`config.mk`:
```
export PLATFORM = sky130hd
export DESIGN_NAME = imem_program_loader
export DESIGN_NICKNAME = d
export VERILOG_FILES = /design/src/rtl/risc_pkg.sv /design/src/rtl/byte_word_packer.sv /design/src/rtl/imem_program_loader.sv
export SDC_FILE = /design/constraint.sdc
export NUM_CORES = 1
export LEC_CHECK = 0
export BUFFER_PORTS_ARGS = -buffer_cell sky130_fd_sc_hd__buf_4
export CAP_MARGIN = 10
export CORE_MARGIN = 2
export CORE_UTILIZATION = 55
export CTS_BUF_LIST = sky130_fd_sc_hd__clkbuf_4 sky130_fd_sc_hd__clkbuf_8
export CTS_CLUSTER_DIAMETER = 30
export DETAILED_ROUTE_END_ITERATION = 12
export PLACE_DENSITY_LB_ADDON = 0.3
export SYNTH_ARGS = -nofsm -noshare
export SYNTH_HDL_FRONTEND = slang
export SYNTH_SLANG_ARGS = --single-unit
```
`constraint.sdc`:
```
create_clock -name clk -period 4.92 [get_ports clk]
set_input_delay 0.738 -clock clk [delete_from_list [all_inputs] [get_ports clk]]
set_output_delay 0.738 -clock clk [all_outputs]
set_load 0.01 [all_outputs]
```
`src/rtl/risc_pkg.sv`:
```
// Shared definitions for the RISC core support logic: halt encoding,
// pipeline depth and the program loader state encoding.
package risc_pkg;

  localparam logic [31:0] HALT_WORD   = 32'hFFFF_FFFF;
  localparam int unsigned PIPE_STAGES = 4;

  typedef enum logic [2:0] {
    S_HDR,
    S_LOAD,
    S_PAD,
    S_RUN,
    S_ERR
  } loader_state_e;

endpackage

```
`src/rtl/byte_word_packer.sv`:
```
// Packs accepted bytes little-endian into 32-bit words; word_valid pulses
// combinationally in the cycle the fourth byte of a word is accepted.
module byte_word_packer (
  input  logic        clk,
  input  logic        rst_n,
  input  logic        clear,
  input  logic [7:0]  data,
  input  logic        accept,
  output logic [31:0] word,
  output logic        word_valid,
  output logic [1:0]  byte_cnt
);

  logic [23:0] low;

  // The top byte is taken straight from the bus so the word is complete
  // in the same cycle as its last byte.
  assign word       = {data, low};
  assign word_valid = accept && (byte_cnt == 2'd3);

  always_ff @(posedge clk or negedge rst_n) begin
    if (!rst_n) begin
      byte_cnt <= '0;
      low      <= '0;
    end else if (clear) begin
      byte_cnt <= '0;
    end else if (accept) begin
      byte_cnt <= byte_cnt + 2'd1;
      case (byte_cnt)
        2'd0:    low[7:0]   <= data;
        2'd1:    low[15:8]  <= data;
        2'd2:    low[23:16] <= data;
        default: ;
      endcase
    end
  end

endmodule

```
`src/rtl/imem_program_loader.sv`:
```
// Loads a length-prefixed byte stream into instruction memory, appends the
// halt padding, then runs the core until it halts.
module imem_program_loader #(
  parameter int unsigned ADDR_W    = 10,
  parameter int unsigned PAD_WORDS = risc_pkg::PIPE_STAGES,
  parameter logic [31:0] HALT_WORD = risc_pkg::HALT_WORD
) (
  input  logic              clk,
  input  logic              rst_n,
  input  logic [7:0]        rx_data,
  input  logic              rx_valid,
  output logic              rx_ready,
  output logic              imem_wen,
  output logic [ADDR_W-1:0] imem_waddr,
  output logic [31:0]       imem_wdata,
  output logic              cpu_rst_n,
  input  logic              cpu_halt,
  output logic              busy,
  output logic              done,
  output logic              error
);
  import risc_pkg::*;

  localparam logic [31:0]     MAX_LEN  = 32'((2 ** ADDR_W) - PAD_WORDS);
  localparam logic [ADDR_W:0] ONE      = (ADDR_W + 1)'(1);
  localparam logic [ADDR_W:0] LAST_PAD = (ADDR_W + 1)'(PAD_WORDS - 1);

  loader_state_e   state, state_next;
  logic [ADDR_W:0] word_cnt, len, pad_cnt;
  logic            accept, pack_clear, word_valid;
  logic [31:0]     word;
  logic [1:0]      byte_cnt;

  assign accept     = rx_valid && rx_ready;
  assign pack_clear = !((state == S_HDR) || (state == S_LOAD));

  byte_word_packer u_packer (
    .clk        (clk),
    .rst_n      (rst_n),
    .clear      (pack_clear),
    .data       (rx_data),
    .accept     (accept),
    .word       (word),
    .word_valid (word_valid),
    .byte_cnt   (byte_cnt)
  );

  // Length check uses all 32 header bits so large headers cannot alias.
  always_comb begin
    state_next = state;
    case (state)
      S_HDR: begin
        if (word_valid) begin
          if (word == '0)          state_next = S_PAD;
          else if (word > MAX_LEN) state_next = S_ERR;
          else                     state_next = S_LOAD;
        end
      end
      S_LOAD:  if (word_valid && (word_cnt == len - ONE)) state_next = S_PAD;
      S_PAD:   if (pad_cnt == LAST_PAD) state_next = S_RUN;
      S_RUN:   if (cpu_halt) state_next = S_HDR;
      S_ERR:   state_next = S_ERR;
      default: state_next = S_ERR;
    endcase
  end

  // Writes land one cycle after the deciding state cycle, so the core is
  // released from S_RUN's own registered view to keep it clear of the pad.
  always_ff @(posedge clk or negedge rst_n) begin
    if (!rst_n) begin
      state      <= S_HDR;
      word_cnt   <= '0;
      len        <= '0;
      pad_cnt    <= '0;
      rx_ready   <= 1'b0;
      imem_wen   <= 1'b0;
      imem_waddr <= '0;
      imem_wdata <= '0;
      cpu_rst_n  <= 1'b0;
    end else begin
      state     <= state_next;
      rx_ready  <= (state_next == S_HDR) || (state_next == S_LOAD);
      cpu_rst_n <= (state == S_RUN) && !cpu_halt;
      imem_wen  <= 1'b0;
      case (state)
        S_HDR: begin
          if (word_valid) begin
            len      <= word[ADDR_W:0];
            word_cnt <= '0;
            pad_cnt  <= '0;
          end
        end
        S_LOAD: begin
          if (word_valid) begin
            imem_wen   <= 1'b1;
            imem_waddr <= word_cnt[ADDR_W-1:0];
            imem_wdata <= word;
            word_cnt   <= word_cnt + ONE;
          end
        end
        S_PAD: begin
          imem_wen   <= 1'b1;
          imem_waddr <= word_cnt[ADDR_W-1:0];
          imem_wdata <= HALT_WORD;
          word_cnt   <= word_cnt + ONE;
          pad_cnt    <= pad_cnt + ONE;
        end
        default: ;
      endcase
    end
  end

  assign busy  = (state == S_LOAD) || (state == S_PAD) ||
                 ((state == S_HDR) && (byte_cnt != 2'd0));
  assign done  = (state == S_RUN);
  assign error = (state == S_ERR);

endmodule
```
==> results of run 1 <==
[cells in the mapped netlist, types with 3 or more instances]
master | instances | share of area (%)
nor2_1 | 20 | 1.5
xnor2_1 | 12 | 2.1
o21ai_0 | 11 | 1.1
or4_1 | 3 | 0.46
mux2_1 | 4 | 0.91
a31oi_1 | 3 | 0.38
dfrtp_1 | 107 | 54
mux2i_1 | 4 | 0.81
nor4_1 | 14 | 1.8
o31ai_1 | 6 | 0.91
ha_1 | 7 | 1.8
inv_1 | 6 | 0.46
nand2_1 | 153 | 12
clkbuf_1 | 19 | 1.4
buf_2 | 6 | 0.61
nor3_1 | 11 | 1.1
a211oi_1 | 3 | 0.46
nor3b_1 | 3 | 0.46
o211ai_1 | 5 | 0.76
mux2_2 | 20 | 4.6
o21ai_1 | 9 | 0.91
nand3_1 | 45 | 4.6
and3_1 | 3 | 0.38
xor2_1 | 8 | 1.4
nand4_1 | 6 | 0.76
a21oi_1 | 3 | 0.30
[cells by family after synthesis]
kind of cell             Yosys count  synth area share, %
AND/OR/NAND/NOR                  273                 25.3
XOR/XNOR                          20                 3.55
multiplexers                      28                 6.29
buffers and inverters             32                 2.59
adder cells (fa/ha/maj)            8                 1.98
AO/OA/AOI/OAI                     47                 5.96
flip-flops                       107                 54.3
[power by group through the flow]
stage / clock [W] / sequential (W) / combinational, W
floorplan: 0 / 0.00139 / 0.000443
global placement: 0 / 0.00138 / 0.000824
detailed placement: 0 / 0.00139 / 0.000861
CTS: 0.000541 / 0.00138 / 0.000861
global route: 0.000576 / 0.00142 / 0.000932
finish: 0.000534 / 0.00138 / 0.000845
[layout make-up]
cell class,count,area [µm²]
inverters,7,26.3
well taps,108,135
flip-flops and latches,107,2680
clock buffers,9,124
repair buffers,64,500
multi-input cells,376,2130
fillers,731,3050
clock inverters,7,72.6
[stage by stage]
step / hold slack [ns] / std cells / area, µm² / power (W)
2_1_floorplan: 0.442 / 515 / 4930 / 0.00183
3_3_place_gp: 0.451 / 661 / 5450 / 0.00220
3_5_place_dp: 0.457 / 661 / 5450 / 0.00225
4_1_cts: 0.382 / 677 / 5640 / 0.00278
5_1_grt: 0.402 / 678 / 5670 / 0.00292
6_report: 0.360 / 678 / 5670 / 0.00276
[critical path, stage by stage (launching register included)]
cell and delay (ns):
dfrtp_1 0.43, inv_1 0.10, ha_1 0.23, or3b_1 0.45, or4_1 0.42, a21boi_1 0.15, o311ai_1 0.14, nor4_2 0.27
nor3b_1 0.09
[sequential cells by signal (all words and copies together), names as in the netlist]
name and count:
state 3, u_packer.byte_cnt 2, imem_wdata 32, pad_cnt 11, rx_ready 1, len 11
imem_waddr 10, imem_wen 1, cpu_rst_n 1, u_packer.low 24, word_cnt 11
[path summary, 6_finish.rpt]
| kind | cells after the start | start | end | slack, ns |
|---|---|---|---|---|
| worst max register to register | 8 | len[0] | rx_ready | 2.53 |
| worst min register to register | 2 | imem_waddr[8] | imem_waddr[8] | 0.48 |
| max in group asynchronous | 2 | rst_n | len[9] | 3.40 |
| worst min-delay path | 1 | rst_n | imem_waddr[2] | 0.36 |
| min in group clk | 2 | imem_waddr[8] | imem_waddr[8] | 0.48 |
| worst max-delay path | 8 | len[0] | rx_ready | 2.53 |
[metal layers]
layer | vias to the layer above | share of wire (%) | GRT usage [%]
li1 | 1867 | - | -
met1 | 1926 | 44 | 31.7
met2 | 104 | 50 | 39.4
met3 | 16 | 4.0 | 3.26
met4 | 0 | 1.9 | 8.75
met5 | - | 0 | 0
==> reports/metrics.csv, run 1 <==
metric;value;unit
outcome;finished clean;
commonest non-fill, non-tap cell in the layout;nand2_1;
CTS Hold Buffers Added;0;
setup TNS;0;ns
yosys warns;0;
Slew @ Worst Pin;1.15;ns
die area;0.00974;mm²
post-route DRC violation count;0;
Die Width;98.7;µm
Root Driver;clkbuf_8;
Int Power;0.00177;W
Async SR Flop Fraction;100;%
Final Hold Viols;0;
Crit Path Max Fanout;5;
Worst EP required;5.18;ns
mapped cell area;0.00493;mm²
RSZ-0062 raised after global routing;no;
Final Critical Period;2.39;ns
routed len/inst;16.3;µm
Hold WC Path Type;in -> async;
clock skew;0.00948;ns
period utilization;48.6;%
PD cells;486;mW/mm²
initial antenna violation count;0;
Static Leak;2.73;nW
Final WS setup;2.53;ns
post-synthesis sequential area ratio;54.3;%
Combinational Power Share;30.6;%
Slew Viols, Final;0;
initial drt markers;199;
Synth Area per Inst;9.57;µm²
arrival time of the worst setup path;2.65;ns
crit end category;flop;
Avg Vias per Cell;5.77;
Initial Util;56.5;%
post-CTS setup buffers;0;
commonest register cell after synthesis;dfrtp_1;
Setup WS pre-CTS;2.44;ns
Final Util;65.0;%
fraction of layout cells with a size suffix above 1;18.9;%
Sw Share;36.0;%
worst-skew pair later-pin latency;0.37;ns
Gate Count Post-Synth;515;
CTS H-tree lvls;3;
RePlAce Congestion;0.855;
number of global-route vias before repair;3738;
Clk pwr share;19.4;%
total CTS buffers;9;
worst IR drop on VDD;0.295;mV
P_sw;0.000993;W
syn nets;534;
synthesis-to-finish area growth;15.0;%
grt total ovfl;0;
Port Buf Inserts;59;
Via Count;3913;
Synth Register Bits;107;
# Max-Cap Violations;0;
sequential share of power;50.0;%
largest net degree at the start of global routing;61;
max_slew headroom;23.5;%
GR Util All Layers;23.6;%
Post-DP HPWL;7.82;mm
EDFF count, synth;0;
CTS resizes;0;
final setup vio count;0;
antenna viol nets, final;0;
number of detailed-route iterations in the first pass;4;
core footprint;0.00872;mm²
final net count;584;
clock slew at reported path FFs;0.11;ns
row count;34;
Sink Count;107;
CTS tree;built;
Ant. Diodes;0;
Routed WL;11.1;mm
first-pass GRT wire length;18.5;mm
most frequent cells in the layout;nand2_1, dfrtp_1, buf_4;
CP Launch Type;flop;
Die Y;98.7;µm
IO Count;60;
Clock Tree Buf Depth;2;
achievable frequency;418;MHz
Distinct cells, synth;48;
critical path class;reg -> reg;
Note: power is estimated with default switching activity, not from simulation.
==> run 2: changes to the inputs <==
--- a/config.mk
+++ b/config.mk
@@ -8,7 +8,7 @@
 export BUFFER_PORTS_ARGS = -buffer_cell sky130_fd_sc_hd__buf_4
 export CAP_MARGIN = 10
 export CORE_MARGIN = 2
-export CORE_UTILIZATION = 55
+export CORE_UTILIZATION = 54
 export CTS_BUF_LIST = sky130_fd_sc_hd__clkbuf_4 sky130_fd_sc_hd__clkbuf_8
 export CTS_CLUSTER_DIAMETER = 30
 export DETAILED_ROUTE_END_ITERATION = 12
==> constraint.sdc (replaced) <==
create_clock -name clk -period 1.95 [get_ports clk]
set_input_delay 0.2925 -clock clk [delete_from_list [all_inputs] [get_ports clk]]
set_output_delay 0.2925 -clock clk [all_outputs]
set_load 0.01 [all_outputs]
==> reports/metrics.csv, run 2 (synthesized netlist as in run 1, its figures left out) <==
metric;value;unit
commonest non-fill, non-tap cell in the layout;nand2_1;
PD cells;1170;mW/mm²
crit end category;flop;
Final Hold Viols;0;
number of global-route vias before repair;4222;
Die Y;99.5;µm
RSZ-0062 raised after global routing;yes;
Worst EP required;2.27;ns
post-route DRC violation count;0;
core footprint;0.00881;mm²
die area;0.00991;mm²
total CTS buffers;9;
final net count;626;
# Max-Cap Violations;0;
Static Leak;2.96;nW
final setup vio count;3;
Initial Util;56.0;%
Ant. Diodes;0;
largest registers;imem_wdata: 32 flops, u_packer.low: 24 flops;
CTS tree;built;
Hold WC Path Type;in -> reg;
antenna viol nets, final;0;
CP peak stage delay;0.41;ns
Final Util;69.5;%
synthesis-to-finish area growth;24.2;%
Root Driver;clkbuf_8;
period utilization;118;%
outcome;finished, violations left;
first-pass GRT wire length;20.0;mm
Crit Path Max Fanout;4;
Final Critical Period;2.30;ns
beginning of the worst hold path;cpu_halt;
critical path class;reg -> reg;
Die Width;99.5;µm
Post-DP HPWL;8.36;mm
WHS Endpoint;cpu_rst_n;
Routed WL;12.1;mm
Via Count;4199;
Cell Count, Final, Fillers Out;720;
r2r setup slk;-0.35;ns
largest net degree at the start of global routing;43;
Cell Chain, Critical Path;inv_2 > ha_4 > or3b_4 > buf_6 > xnor2_4 > and3_4 > o211ai_1 > nor4_2 > nand2b_1;
GR Util All Layers;25.3;%
worst hold stages;2;
Sink Count;107;
Final WS setup;-0.351;ns
IO Count;60;
largest reg by FF count;imem_wdata;
achievable frequency;435;MHz
routed len/inst;16.7;µm
arrival time of the worst setup path;2.62;ns
worst-skew pair later-pin latency;0.39;ns
Reg-to-Reg Start;len[0];
number of detailed-route iterations in the first pass;4;
worst r2r dst;state[1];
initial drt markers;204;
DP Cell Count;698;
clock skew;0.0168;ns
failing checks;setup timing;
Slew Viols, Final;0;
max reg flops;32;
Slew @ Worst Pin;0.453;ns
Clock Tree Buf Depth;2;
RePlAce Congestion;0.833;
Slowest-stage cell, CP;dfrtp_1;
grt total ovfl;0;
fraction of layout cells with a size suffix above 1;27.3;%
worst IR drop on VDD;0.876;mV
max_slew headroom;69.8;%
initial antenna violation count;0;
CTS H-tree lvls;3;
CP Launch Type;flop;
clock slew at reported path FFs;0.11;ns
most frequent cells in the layout;nand2_1, dfrtp_1, buf_4;
row count;34;
Avg Vias per Cell;5.83;
Port Buf Inserts;59;
FF-to-FF path depth;9;
## run 2: changes by cell type in the layout (fill, tap and decap cells not counted), moves of 2 or more
cell,change
nor4_1,-2
ha_1,-2
buf_4,+39
clkinv_8,+2
buf_6,+2
inv_2,+3
inv_1,-3
## run 2: final cells by class
cell class / instances / area (µm²)
clock inverter: 7 / 88.8
fill: 666 / 2690
sequential: 107 / 2680
clock buffer: 9 / 124
inverter: 7 / 26.3
timing repair buffer: 106 / 818
multi-input combinational: 376 / 2250
tap: 108 / 135
## run 2: metrics by stage
stage	setup slack (ns)	setup TNS [ns]	instance area (µm²)	hold slack, ns	total power (W)
6_report	-0.351	-0.964	6120	0.112	0.00713
5_1_grt	-0.462	-1.34	6120	0.0874	0.00760
4_1_cts	-0.287	-0.743	6050	0.0979	0.00710
3_5_place_dp	-0.310	-0.792	5740	0.272	0.00568
3_3_place_gp	-0.181	-0.467	5740	0.264	0.00559
2_1_floorplan	-0.238	-0.626	4930	-0.00309	0.00463
## run 2: worst max path at each step
stage                      start  endpoint  cells after the start
final                     len[0]  state[1]                      9
after global placement    len[1]  state[0]                      8
after floorplan           len[0]  state[0]                      9
after CTS                 len[1]  state[0]                      9
after global routing      len[0]  state[1]                      9
after detailed placement  len[1]  state[0]                      9
## run 2: routing by layer
layer,GRT usage [%],routed length [µm],vias to the layer above
met5,0,0,-
met4,9.80,269,0
met3,4.99,568,32
met2,42.7,6120,126
met1,32.4,5090,2088
li1,-,-,1953
## run 2: where the power goes
group / switching [W] / total (W) / internal, W
sequential: 0.000578 / 0.00347 / 0.00289
clock: 0.000871 / 0.00139 / 0.000521
combinational: 0.00111 / 0.00227 / 0.00116
## run 2: timing repair
action / in CTS / in global routing
pin swaps: 8 / 7
setup buffers: 3 / 2
endpoints found under the setup margin: 4 / 10
hold buffers: 1 / 0
resized for setup: 16 / 9
endpoints found under the hold margin: 30 / 0
## run 2: critical path, delay by kind of cell (launching register included)
kind	cells	cell delay (ns)
AO/OA/AOI/OAI	1	0.15
XOR/XNOR	1	0.14
adder cells (fa/ha/maj)	1	0.13
buffers and inverters	2	0.22
flip-flops	1	0.41
AND/OR/NAND/NOR	4	1.18
==> run 3: changes to the inputs <==
--- a/config.mk
+++ b/config.mk
@@ -8,7 +8,7 @@
 export BUFFER_PORTS_ARGS = -buffer_cell sky130_fd_sc_hd__buf_4
 export CAP_MARGIN = 10
 export CORE_MARGIN = 2
-export CORE_UTILIZATION = 54
+export CORE_UTILIZATION = 55
 export CTS_BUF_LIST = sky130_fd_sc_hd__clkbuf_4 sky130_fd_sc_hd__clkbuf_8
 export CTS_CLUSTER_DIAMETER = 30
 export DETAILED_ROUTE_END_ITERATION = 12
==> constraint.sdc (replaced) <==
create_clock -name clk -period 2.8 [get_ports clk]
set_input_delay 0.42 -clock clk [delete_from_list [all_inputs] [get_ports clk]]
set_output_delay 0.42 -clock clk [all_outputs]
set_load 0.01 [all_outputs]
==> reports/metrics.csv, run 3 (synthesized netlist as in run 1, its figures left out) <==
metric;value;unit
largest registers;imem_wdata: 32 flops, u_packer.low: 24 flops;
arrival time of the worst setup path;2.70;ns
Avg Vias per Cell;5.71;
Reg-to-Reg Start;len[0];
setup TNS;0;ns
total CTS buffers;9;
Port Buf Inserts;59;
Slew @ Worst Pin;0.626;ns
Worst EP required;3.05;ns
Final Hold Viols;0;
RePlAce Congestion;0.841;
worst-skew pair later-pin latency;0.38;ns
routed len/inst;16.2;µm
clock slew at reported path FFs;0.11;ns
die area;0.00974;mm²
register area;0.00268;mm²
Cell Count, Final, Fillers Out;681;
final hold slack;0.0462;ns
Fillers;738;
number of detailed-route iterations in the first pass;4;
DP Cell Count;665;
largest net degree at the start of global routing;62;
Ant. Diodes;0;
grt total ovfl;0;
post-CTS setup buffers;0;
worst r2r dst;state[0];
worst IR drop on VDD;0.539;mV
synthesis-to-finish area growth;15.6;%
Via Count;3890;
CTS resizes;0;
crit end category;flop;
Final Critical Period;2.45;ns
Slew Viols, Final;0;
number of global-route vias before repair;3855;
core footprint;0.00872;mm²
final net count;587;
CP Launch Type;flop;
Routed WL;11.0;mm
IO Count;60;
period utilization;87.6;%
Static Leak;2.74;nW
outcome;finished clean;
area of the multi-input gates;0.00213;mm²
clock skew;0.0172;ns
FF-to-FF path depth;8;
first-pass GRT wire length;19.0;mm
critical path class;reg -> reg;
Final Power;0.00486;W
max reg flops;32;
Die Y;98.7;µm
achievable frequency;408;MHz
largest reg by FF count;imem_wdata;
Hold WC Path Type;in -> async;
post-route DRC violation count;0;
CTS Hold Buffers Added;0;
antenna viol nets, final;0;
Post-DP HPWL;7.80;mm
Clock Tree Buf Depth;2;
most frequent cells in the layout;nand2_1, dfrtp_1, buf_4;
max_slew headroom;58.3;%
final setup vio count;0;
Root Driver;clkbuf_8;
Die Width;98.7;µm
r2r setup slk;0.35;ns
# Max-Cap Violations;0;
CTS H-tree lvls;3;
Crit Path Max Fanout;5;
row count;34;
commonest non-fill, non-tap cell in the layout;nand2_1;
Initial Util;56.5;%
initial drt markers;215;
PD cells;853;mW/mm²
CTS tree;built;
fraction of layout cells with a size suffix above 1;19.4;%
GR Util All Layers;24.2;%
Sink Count;107;
initial antenna violation count;0;
RSZ-0062 raised after global routing;no;
-- run 3: changes by cell type in the layout (fill, tap and decap cells not counted), sizes merged --
cell	delta
dlygate4sd3	-1
buf	-38
-- run 3: through the flow --
step | util, % | instance area [µm²] | setup slack (ns)
after floorplan | - | 4930 | 0.541
after global placement | 62.9 | 5490 | 0.437
after detailed placement | 62.9 | 5490 | 0.360
after CTS | 65.4 | 5700 | 0.346
after global routing | 65.4 | 5700 | 0.112
final | 65.4 | 5700 | 0.346
-- run 3: final cells by class --
| type | count | area share, % |
|---|---|---|
| flip-flops and latches | 107 | 47.0 |
| multi-input cells | 376 | 37.4 |
| repair buffers | 67 | 9.04 |
| well taps | 108 | 2.37 |
| clock buffers | 9 | 2.17 |
| clock inverters | 7 | 1.56 |
| inverters | 7 | 0.461 |
-- run 3: worst max path at each step --
stage / start / end / depth (start not counted)
CTS: len[0] / state[0] / 8
global placement: len[0] / state[0] / 8
floorplan: len[0] / state[0] / 9
global route: len[0] / state[0] / 8
detailed placement: len[0] / state[0] / 8
finish: len[0] / state[0] / 8
-- run 3: where the power goes --
part	switching (W)	total (W)	leakage, nW	internal [W]
combinational	0.000730	0.00148	1.34	0.000748
sequential	0.000403	0.00241	1.30	0.00201
clock	0.000607	0.000970	0.106	0.000363
total	0.00174	0.00486	2.74	0.00312
-- run 3: metal layers --
layer  track usage, %  part of all wire [%]  vias up
li1                 -                     -     1868
met1             33.9                    45     1903
met2             39.3                    49      100
met3             3.40                   4.3       19
met4             8.32                   1.9        0
met5                0                     0        -
-- run 3: critical path: stages, from the launching register on --
cell	delay (ns)
dfrtp_1	0.43
inv_1	0.09
ha_1	0.24
or3b_1	0.47
or4_1	0.43
a21boi_1	0.16
o311ai_1	0.13
nor4_1	0.25
o211ai_1	0.11
